### src/rtl/fetch_sequencer.sv
// fetch_sequencer: instruction-fetch controller for the 8-bit microprocessor.
// Sequences PC load/increment and program-memory reads, and hands each
// instruction byte to the decoder over an ir_valid/ir_ready handshake.
// Branch redirects from execute override fetch in FETCH, WAIT and HOLD.
// Optional feature macro: FETCH_HALT_EN (halt on HALT_OPCODE).
module fetch_sequencer #(
  parameter int                 ADDR_W      = 6,
  parameter int                 DATA_W      = 8,
  parameter logic [DATA_W-1:0]  HALT_OPCODE = 8'hFF
) (
  input  logic              clk,
  input  logic              reset,
  input  logic [ADDR_W-1:0] execadd,
  output logic              loadPC,
  output logic              incPC,
  output logic [ADDR_W-1:0] address,
  output logic              mem_rd,
  output logic [ADDR_W-1:0] mem_addr,
  input  logic [DATA_W-1:0] mem_data,
  output logic [DATA_W-1:0] ir,
  output logic              ir_valid,
  input  logic              ir_ready,
  input  logic              branch_req,
  input  logic [ADDR_W-1:0] branch_target,
  output logic              halted
);

`ifdef FETCH_HALT_EN
  localparam bit HALT_EN = 1'b1;
`else
  localparam bit HALT_EN = 1'b0;
`endif

  typedef enum logic [2:0] {
    S_IDLE,
    S_FETCH,
    S_WAIT,
    S_HOLD,
    S_HALT
  } state_t;

  state_t state;
  logic   branch_take;
  logic   halt_hit;

  // Branches only matter while a fetch is in progress or an instruction is held.
  assign branch_take = branch_req &&
                       ((state == S_FETCH) || (state == S_WAIT) || (state == S_HOLD));

  // Halt opcode recognised only when the feature is built in; otherwise it
  // is delivered as an ordinary instruction.
  assign halt_hit = HALT_EN && (state == S_WAIT) && (mem_data == HALT_OPCODE);

  // PC and memory strobes decoded from state; all held low while reset is high
  // so no stray pulse appears in the reset cycle.
  always_comb begin
    loadPC   = 1'b0;
    incPC    = 1'b0;
    address  = '0;
    mem_rd   = 1'b0;
    mem_addr = '0;
    if (!reset) begin
      if (branch_take) begin
        loadPC  = 1'b1;
        address = branch_target;
      end else begin
        case (state)
          S_IDLE:  loadPC = 1'b1;
          S_WAIT:  incPC  = !halt_hit;
          default: ;
        endcase
      end
      // The read still issues in FETCH under a branch; WAIT simply never
      // consumes it because the branch sends the FSM back to FETCH.
      if (state == S_FETCH) begin
        mem_rd   = 1'b1;
        mem_addr = execadd;
      end
    end
  end

  // Fetch FSM with registered instruction register, valid flag and halt flag.
  always_ff @(posedge clk) begin
    if (reset) begin
      state    <= S_IDLE;
      ir       <= '0;
      ir_valid <= 1'b0;
      halted   <= 1'b0;
    end else if (branch_take) begin
      ir_valid <= 1'b0;
      state    <= S_FETCH;
    end else begin
      case (state)
        S_IDLE:  state <= S_FETCH;
        S_FETCH: state <= S_WAIT;
        S_WAIT: begin
          if (halt_hit) begin
            halted <= 1'b1;
            state  <= S_HALT;
          end else begin
            ir       <= mem_data;
            ir_valid <= 1'b1;
            state    <= S_HOLD;
          end
        end
        S_HOLD: begin
          if (ir_ready) begin
            ir_valid <= 1'b0;
            state    <= S_FETCH;
          end
        end
        S_HALT:  state <= S_HALT;
        default: state <= S_IDLE;
      endcase
    end
  end

endmodule

### config.mk
export PLATFORM = sky130hd
export DESIGN_NAME = fetch_sequencer
export DESIGN_NICKNAME = d
export VERILOG_FILES = /design/src/rtl/fetch_sequencer.sv
export SDC_FILE = /design/constraint.sdc
export NUM_CORES = 1
export LEC_CHECK = 0
export BUFFER_PORTS_ARGS = -buffer_cell sky130_fd_sc_hd__buf_2
export CAP_MARGIN = 20
export CORE_UTILIZATION = 36
export DETAILED_ROUTE_END_ITERATION = 12
export GPL_TIMING_DRIVEN = 0
export PLACE_DENSITY = 0.77
export SLEW_MARGIN = 25
export SYNTH_ARGS = -nofsm -noshare
export SYNTH_HDL_FRONTEND = slang
export SYNTH_SLANG_ARGS = --single-unit
export TNS_END_PERCENT = 50
### constraint.sdc
create_clock -name clk -period 1.7 [get_ports clk]
set_input_delay 0.17 -clock clk [delete_from_list [all_inputs] [get_ports clk]]
set_output_delay 0.17 -clock clk [all_outputs]
set_load 0.02 [all_outputs]
Yosys cells after proc, flatten, opt, wreduce, memory -nomap -nowiden. Cells that the tools add are included.

Flip-flop bits (word level): 12. Output and inout bits: 25.

Equal/unequal tests: 6. Multiplexer cells: 17. Bitwise gates (word level): 1. Reductions and logical operators: 8.

Operators with widths (count): $mux W6 (4); $pmux W3 S5 (1); $mux W1 (10); $eq A3 B2 Y1 const B (2); $reduce_and A2 Y1 (2); $eq A3 B1 Y1 const B (1); $eq A3 B3 Y1 const B (1); $logic_not A3 Y1 (1); $mux W3 (1); $ne A3 B3 Y1 const B (1); $logic_or A1 B1 Y1 (2); $ne A2 B2 Y1 const B (1); $pmux W1 S2 (1); $reduce_bool A2 Y1 (1); $reduce_or A2 Y1 (1); $logic_and A1 B1 Y1 (1); $not A1 Y1 (1).

Longest topological paths before layout. Gate-level depths: netlist (run 1).

Depth in word-level cells: 6. Gate-level depth with buffers: 4. Depth with buffers taken out: 3.

Worst setup path before layout (run 1). No wires, ideal clock.

Path type: register to output. Start: reg state[0]. End: out incPC. Arrival time: 1.311 ns. Path slack: 0.219 ns. Cell stages (with the launch flop): 4. Cells stage by stage: dfxtp_1 -> or4b_1 -> buf_4 -> nor2_1.

Longest elaborated chain between the ends: 6.

Ends and longest elaborated chain: start, declared (RTL line 42) `state_t state;`; start signal, assigned (RTL line 85) `state <= S_IDLE;`; start signal, assigned (RTL line 91) `state <= S_FETCH;`; start signal, assigned (RTL line 94) `S_IDLE: state <= S_FETCH;`; $eq A3 B1 Y1 or $eq A3 B2 Y1 (tied branches) (RTL line 48, 67); $logic_or A1 B1 Y1 (2 in a row) (RTL line 48) `((state == S_FETCH) || (state == S_WAIT) || (state == S_HOLD));`; $logic_and A1 B1 Y1 (RTL line 47) `assign branch_take = branch_req &&`; $mux W1 * (RTL line 63) `if (branch_take) begin`; $mux W1 * (RTL line 62) `if (!reset) begin`; end, declared (RTL line 15) `output logic incPC,`.

Mark *: on every way between the ends. The rest lies on a longest branch, timed or not.

Final worst setup path (run 1). Same ends and word-level chain as after synthesis.

==> results of run 1 <==
[through the flow]
step	total power, mW	utilization (%)	hold slack, ns	worst slack [ns]	cells
5_1_grt	0.663	65.4	0.110	0.00674	138
4_1_cts	0.625	63.9	0.126	0.00410	137
6_report	0.626	65.4	0.130	0.0636	138
3_5_place_dp	0.407	59.6	0.418	0.221	132
2_1_floorplan	0.358	-	0.247	0.219	70
3_3_place_gp	0.405	59.6	0.414	0.231	132
[sequential cells by signal, indices dropped and copies added (netlist names)]
register / flops
ir: 8
ir_valid: 1
state: 3
[layer usage]
metal	wire length, microns	up-vias	GRT usage (%)
met5	0	-	0
met4	0	0	5.81
met3	151	0	3.91
met2	566	43	24.1
met1	568	272	19.0
li1	-	338	-
[cell usage in the layout (no fill, tap or decap)]
cell type	instances
a21oi_1	9
a21oi_2	1
and2_1	12
and3_1	1
and3b_1	1
buf_2	46
buf_4	3
buf_6	2
clkbuf_1	1
clkbuf_4	3
clkbuf_8	1
conb_1	1
dfxtp_1	9
dfxtp_2	2
dfxtp_4	1
nand2_1	16
nand2b_1	1
nand3_1	1
nor2_1	4
nor2_4	1
nor3_1	1
nor3_2	1
nor4b_1	1
nor4b_2	1
o21a_1	1
o31ai_1	1
or4b_4	1
[cell families (layout without fill, tap and decap cells)]
family,after synthesis,count (layout),share of synthesized area (%)
AO/OA/AOI/OAI,12,12,12.3
other,1,1,0.669
flip-flops,12,12,42.9
AND/OR/NAND/NOR,42,42,40.8
buffers and inverters,3,56,3.35
[worst paths after layout]
path | endpoint
hold / removal | state[2]
hold reg to reg | state[2]
setup / recovery | incPC
setup reg to reg | ir[4]
[power breakdown]
group          internal [mW]  total [mW]  leakage [nW]  switching [mW]
sequential             0.287       0.293        0.0987         0.00514
clock                  0.130       0.220        0.0210          0.0903
combinational         0.0516       0.113         0.340          0.0614
[layout make-up]
| cell class | instances | area share [%] |
|---|---|---|
| multi-input combinational | 55 | 35.0 |
| timing repair buffer | 49 | 28.7 |
| sequential | 12 | 27.6 |
| clock buffer | 4 | 4.06 |
| buffer | 3 | 2.52 |
| tap | 15 | 2.10 |
[timing repair]
| action | 4_1_cts | 5_1_grt |
|---|---|---|
| endpoints found under the setup margin | 1 | 1 |
| gates cloned | 0 | 0 |
| buffers inserted | 1 | 1 |
| resized for setup | 6 | 4 |
| hold buffers | 0 | 0 |
==> flow_metrics.py, run 1 <==
metrics = {
    "pwr": {
        "ir_drop_v": 0.000403,
        "p_leak_nw": 0.460,
        "p_per_area_mw_per_mm2": 700,
    },
    "critical_path": {
        "reg2regPathDepth": 4,
        "cp-end-kind": "output port",
        "cpMostUsedCell": "buf_6",
        "crit_path_start": "state[0]",
        "start_kind": "register",
        "cp_cell_sequence": "or4b_4, buf_6, nor2_4, buf_6",
        "cp_num_cells": 4,
        "cp_max_fo": 4,
        "ff2ff_setup_slack_ns": 0.21,
        "worst-endpoint-required_ns": 1.53,
        "cp_top_family": "simple AND/OR/NAND/NOR gates",
        "max_stage_delay_ns": 0.53,
        "cp.arrival_ns": 1.47,
        "reg2reg_from": "state[0]",
        "critPathKind": "reg -> out",
        "crit_buf_inv": 2,
        "slowest_stage": "or4b_4",
    },
    "finish": {
        "drive_gt1_share_pct": 51.2,
        "final_nets": 148,
        "areaGrowthSynthToFinish_pct": 59.4,
        "fillers": 126,
        "multiInputGateArea_sq_um": 313,
        "finalInstanceArea_sq_um": 893,
        "antenna_cells": 0,
        "seq_area_sq_um": 246,
    },
    "floorplanning": {
        "die_w_microns": 41.5,
        "fp.dieH_microns": 41.5,
        "dieArea_sq_mm": 0.00172,
        "io_pins": 49,
        "rows": 13,
        "core_region_area_sq_mm": 0.00137,
        "initial_core_util_pct": 41.0,
    },
    "clocking": {
        "cts_tree": "done",
        "clkTransAtPathRegs_ns": 0.07,
        "numCtsBuffers": 3,
        "clock_latency_ns": 0.26,
        "cts_max_level": 1,
        "ctsLongestPathBuffers": 2,
        "cts_root_buf": "clkbuf_4",
        "clock_sinks": 12,
    },
    "placed_design": {
        "dpl_cell_area_sq_um": 815,
        "portBuffers": 47,
        "place_congestion": 0.719,
        "dpl.hpwl_microns": 1030,
    },
    "yosys": {
        "synth_nets": 94,
        "ys_seq_elements": 12,
        "async_flop_share_pct": 0,
        "synth_commonest_cells": "nand2_1, and2_1, dfxtp_1",
        "synth.most_common_cell": "nand2_1",
        "syn_area_sq_um": 561,
        "yosysWarnings": 0,
        "synth-edff-count": 0,
        "ys.flop_type": "dfxtp_1",
        "ys_top_cells_by_area": "dfxtp_1, and2_1, nand2_1",
        "yosysTopAreaCellShare_pct": 42.9,
        "yosys.area.top_type": "dfxtp_1",
        "yosysUniqueCellTypes": 20,
        "syn_avg_cell_area_sq_um": 8.01,
        "syn_inst": 70,
        "seq_area_frac_synth_pct": 42.9,
    },
    "run_status": {
        "status": "finished clean",
    },
    "timing": {
        "rsz0062_at_grt": "false",
        "skew_ns": 0.000491,
        "fin_crit_sh_pct": 96.3,
        "worst_pin_slew_ns": 0.700,
        "setup_viol": 0,
        "relSlewSlack_pct": 53.2,
        "fin_tns_setup_ns": 0,
        "finalCriticalPeriod_ns": 1.64,
        "slew_violations": 0,
        "hold_viol_final": 0,
        "fmax_mhz": 611,
    },
    "routing": {
        "viasPerCell": 4.73,
        "drtIter0Drc": 3,
        "ant_nets": 0,
        "num_vias": 653,
        "drcViolationCount": 0,
        "drt-pass1-iter-count": 3,
        "wl_microns": 1290,
        "wl_per_cell_microns": 9.32,
    },
    "worst_hold_path": {
        "hold_depth": 2,
        "worstHoldStart": "reset",
        "hold_class": "in -> reg",
    },
    "global_route": {
        "first_global_vias": 498,
        "grt_antenna_before_repair": 0,
        "grt_pass1_wl_microns": 2020,
        "grt-ovfl-total": 0,
        "grt_usage_pct": 15.0,
        "grt_max_degree": 11,
    },
    "run": {
        "maxCapViolCount": 0,
    },
}
Power figures use the tool's default switching activity.
==> run 2: changes to the inputs <==
--- a/config.mk
+++ b/config.mk
@@ -5,12 +5,14 @@
 export SDC_FILE = /design/constraint.sdc
 export NUM_CORES = 1
 export LEC_CHECK = 0
+export ABC_AREA = 1
 export BUFFER_PORTS_ARGS = -buffer_cell sky130_fd_sc_hd__buf_2
 export CAP_MARGIN = 20
+export CORE_ASPECT_RATIO = 0.75
 export CORE_UTILIZATION = 36
 export DETAILED_ROUTE_END_ITERATION = 12
 export GPL_TIMING_DRIVEN = 0
-export PLACE_DENSITY = 0.77
+export PLACE_DENSITY = 0.74
 export SLEW_MARGIN = 25
 export SYNTH_ARGS = -nofsm -noshare
 export SYNTH_HDL_FRONTEND = slang
==> constraint.sdc (replaced) <==
create_clock -name clk -period 1.5 [get_ports clk]
set_input_delay 0.15 -clock clk [delete_from_list [all_inputs] [get_ports clk]]
set_output_delay 0.15 -clock clk [all_outputs]
set_load 0.02 [all_outputs]
==> flow_metrics.py, run 2 <==
metrics = {
    "yosys": {
        "ys_seq_elements": 12,
        "synth.most_common_cell": "nor2_1",
        "ys_top_cells_by_area": "dfxtp_1, nor2_1, inv_1",
        "synth_commonest_cells": "nor2_1, inv_1, dfxtp_1, nand2_1, nand4_1",
        "yosys.area.top_type": "dfxtp_1",
        "yosysUniqueCellTypes": 19,
        "synth_nets": 133,
        "syn_inst": 109,
        "yosysWarnings": 0,
        "yosysTopAreaCellShare_pct": 33.9,
        "syn_area_sq_um": 709,
        "ys.flop_type": "dfxtp_1",
        "syn_avg_cell_area_sq_um": 6.51,
        "synth-edff-count": 0,
        "async_flop_share_pct": 0,
        "seq_area_frac_synth_pct": 33.9,
    },
    "routing": {
        "drtIter0Drc": 13,
        "drt-pass1-iter-count": 4,
        "wl_per_cell_microns": 10.6,
        "num_vias": 870,
        "viasPerCell": 4.58,
        "drcViolationCount": 0,
        "ant_nets": 0,
        "wl_microns": 2020,
    },
    "global_route": {
        "grt_max_degree": 11,
        "grt_antenna_before_repair": 0,
        "first_global_vias": 626,
        "grt_pass1_wl_microns": 2600,
        "grt_usage_pct": 17.8,
        "grt-ovfl-total": 0,
    },
    "timing": {
        "slew_violations": 0,
        "skew_ns": 0.00671,
        "setup_viol": 0,
        "worst_slack_ns": 0.0622,
        "hold_viol_final": 0,
        "finalCriticalPeriod_ns": 1.44,
        "whs_ns": 0.0826,
        "fmax_mhz": 696,
        "fin_crit_sh_pct": 95.9,
        "rsz0062_at_grt": "true",
        "fin_tns_setup_ns": 0,
    },
    "finish": {
        "largest_register_ffs": 8,
        "largest_register": "ir",
        "antenna_cells": 0,
        "fillers": 167,
        "finalInstanceArea_sq_mm": 0.00113,
        "final_nets": 193,
        "stdcell_count": 190,
        "largestRegisters": "ir (8), state (3), ir_valid (1)",
        "final_common_cell": "buf_2",
        "areaGrowthSynthToFinish_pct": 60.0,
        "layout_common_cells": "buf_2, nor2_1, inv_1",
        "fin_util_pct": 63.4,
        "drive_gt1_share_pct": 46.4,
    },
    "floorplanning": {
        "initial_core_util_pct": 39.7,
        "die_w_microns": 53.3,
        "rows": 13,
        "dieArea_sq_mm": 0.00215,
        "core_region_area_sq_mm": 0.00179,
        "io_pins": 49,
        "fp.dieH_microns": 40.4,
    },
    "run_status": {
        "status": "finished clean",
    },
    "run": {
        "maxCapViolCount": 0,
    },
    "clocking": {
        "clkTransAtPathRegs_ns": 0.08,
        "clock_sinks": 12,
        "cts_max_level": 1,
        "numCtsBuffers": 3,
        "ctsLongestPathBuffers": 2,
        "clock_latency_ns": 0.29,
        "cts_tree": "done",
        "cts_root_buf": "clkbuf_4",
    },
    "pwr": {
        "p_per_area_mw_per_mm2": 808,
        "ir_drop_v": 0.000576,
        "power.total_uw": 917,
        "p_leak_nw": 0.660,
    },
    "placed_design": {
        "dpl.hpwl_microns": 1350,
        "portBuffers": 47,
        "place_congestion": 0.732,
        "post-place-ws_ns": 0.205,
        "placed_cells": 178,
        "dpl_cell_area_sq_um": 972,
    },
    "critical_path": {
        "cp.arrival_ns": 1.29,
        "worst-endpoint-required_ns": 1.35,
        "cp_max_fo": 7,
        "start_kind": "register",
        "reg2regPathDepth": 6,
        "cp-end-kind": "output port",
        "critPathKind": "reg -> out",
    },
    "worst_hold_path": {
        "hold_depth": 2,
        "hold_class": "in -> reg",
    },
}
[run 2: cell count changes after synthesis, sizes merged, moves of 2 or more]
| cell | delta |
|---|---|
| nand2 | -3 |
| nor2 | +28 |
| o21ai | +2 |
| and2 | -12 |
| nand4 | +10 |
| a21oi | -8 |
| nand3 | +2 |
| nor4b | -2 |
| inv | +27 |
[run 2: routing by layer]
metal,wire length (microns),part of all wire [%],GRT usage (%),up-vias
met5,0,0,0,-
met4,76,3.8,7.89,0
met3,136,6.7,6.06,10
met2,960,48,30.3,43
met1,845,42,20.4,370
li1,-,-,-,447
[run 2: area by class of cell]
type / count / area, sq um / area share, %
Timing Repair Buffer: 55 / 325 / 28.7
Buffer: 3 / 27.5 / 2.43
Sequential cell: 12 / 246 / 21.7
Clock buffer: 4 / 36.3 / 3.20
Multi-Input combinational cell: 67 / 363 / 32.0
Tap cell: 22 / 27.5 / 2.43
Inverter: 27 / 109 / 9.59
[run 2: final timing paths]
check	to	startpoint	slack, ns
max	mem_addr[0]	state[1]	0.06
max reg2reg	state[0]	state[0]	0.39
min reg2reg	ir[6]	ir[6]	0.48
min	state[0]	reset	0.08
[run 2: cells by family after synthesis]
group           after synthesis  share of synthesized area, %
compound gates                5                          3.88
buf+inv                      30                          18.0
flops                        12                          33.9
other cells                   1                         0.529
simple gates                 61                          43.7
[run 2: critical path, stage by stage, from the launching register on]
cell	delay [ns]
dfxtp_2	0.36
inv_4	0.11
nand4_1	0.11
buf_4	0.17
nor2_1	0.10
buf_4	0.15
[run 2: where the power goes]
| group | switching, mW | internal (mW) | leakage, nW |
|---|---|---|---|
| clock | 0.121 | 0.148 | 0.0210 |
| sequential | 0.0149 | 0.338 | 0.0991 |
| combinational | 0.170 | 0.125 | 0.540 |
[run 2: what timing repair did]
item                                    CTS  global route
pin swaps                                 1             2
gates resized for setup                   5            21
setup buffers                             1             7
hold buffers                              0             0
endpoints found under the hold margin     0             0
endpoints found under the setup margin   14            14
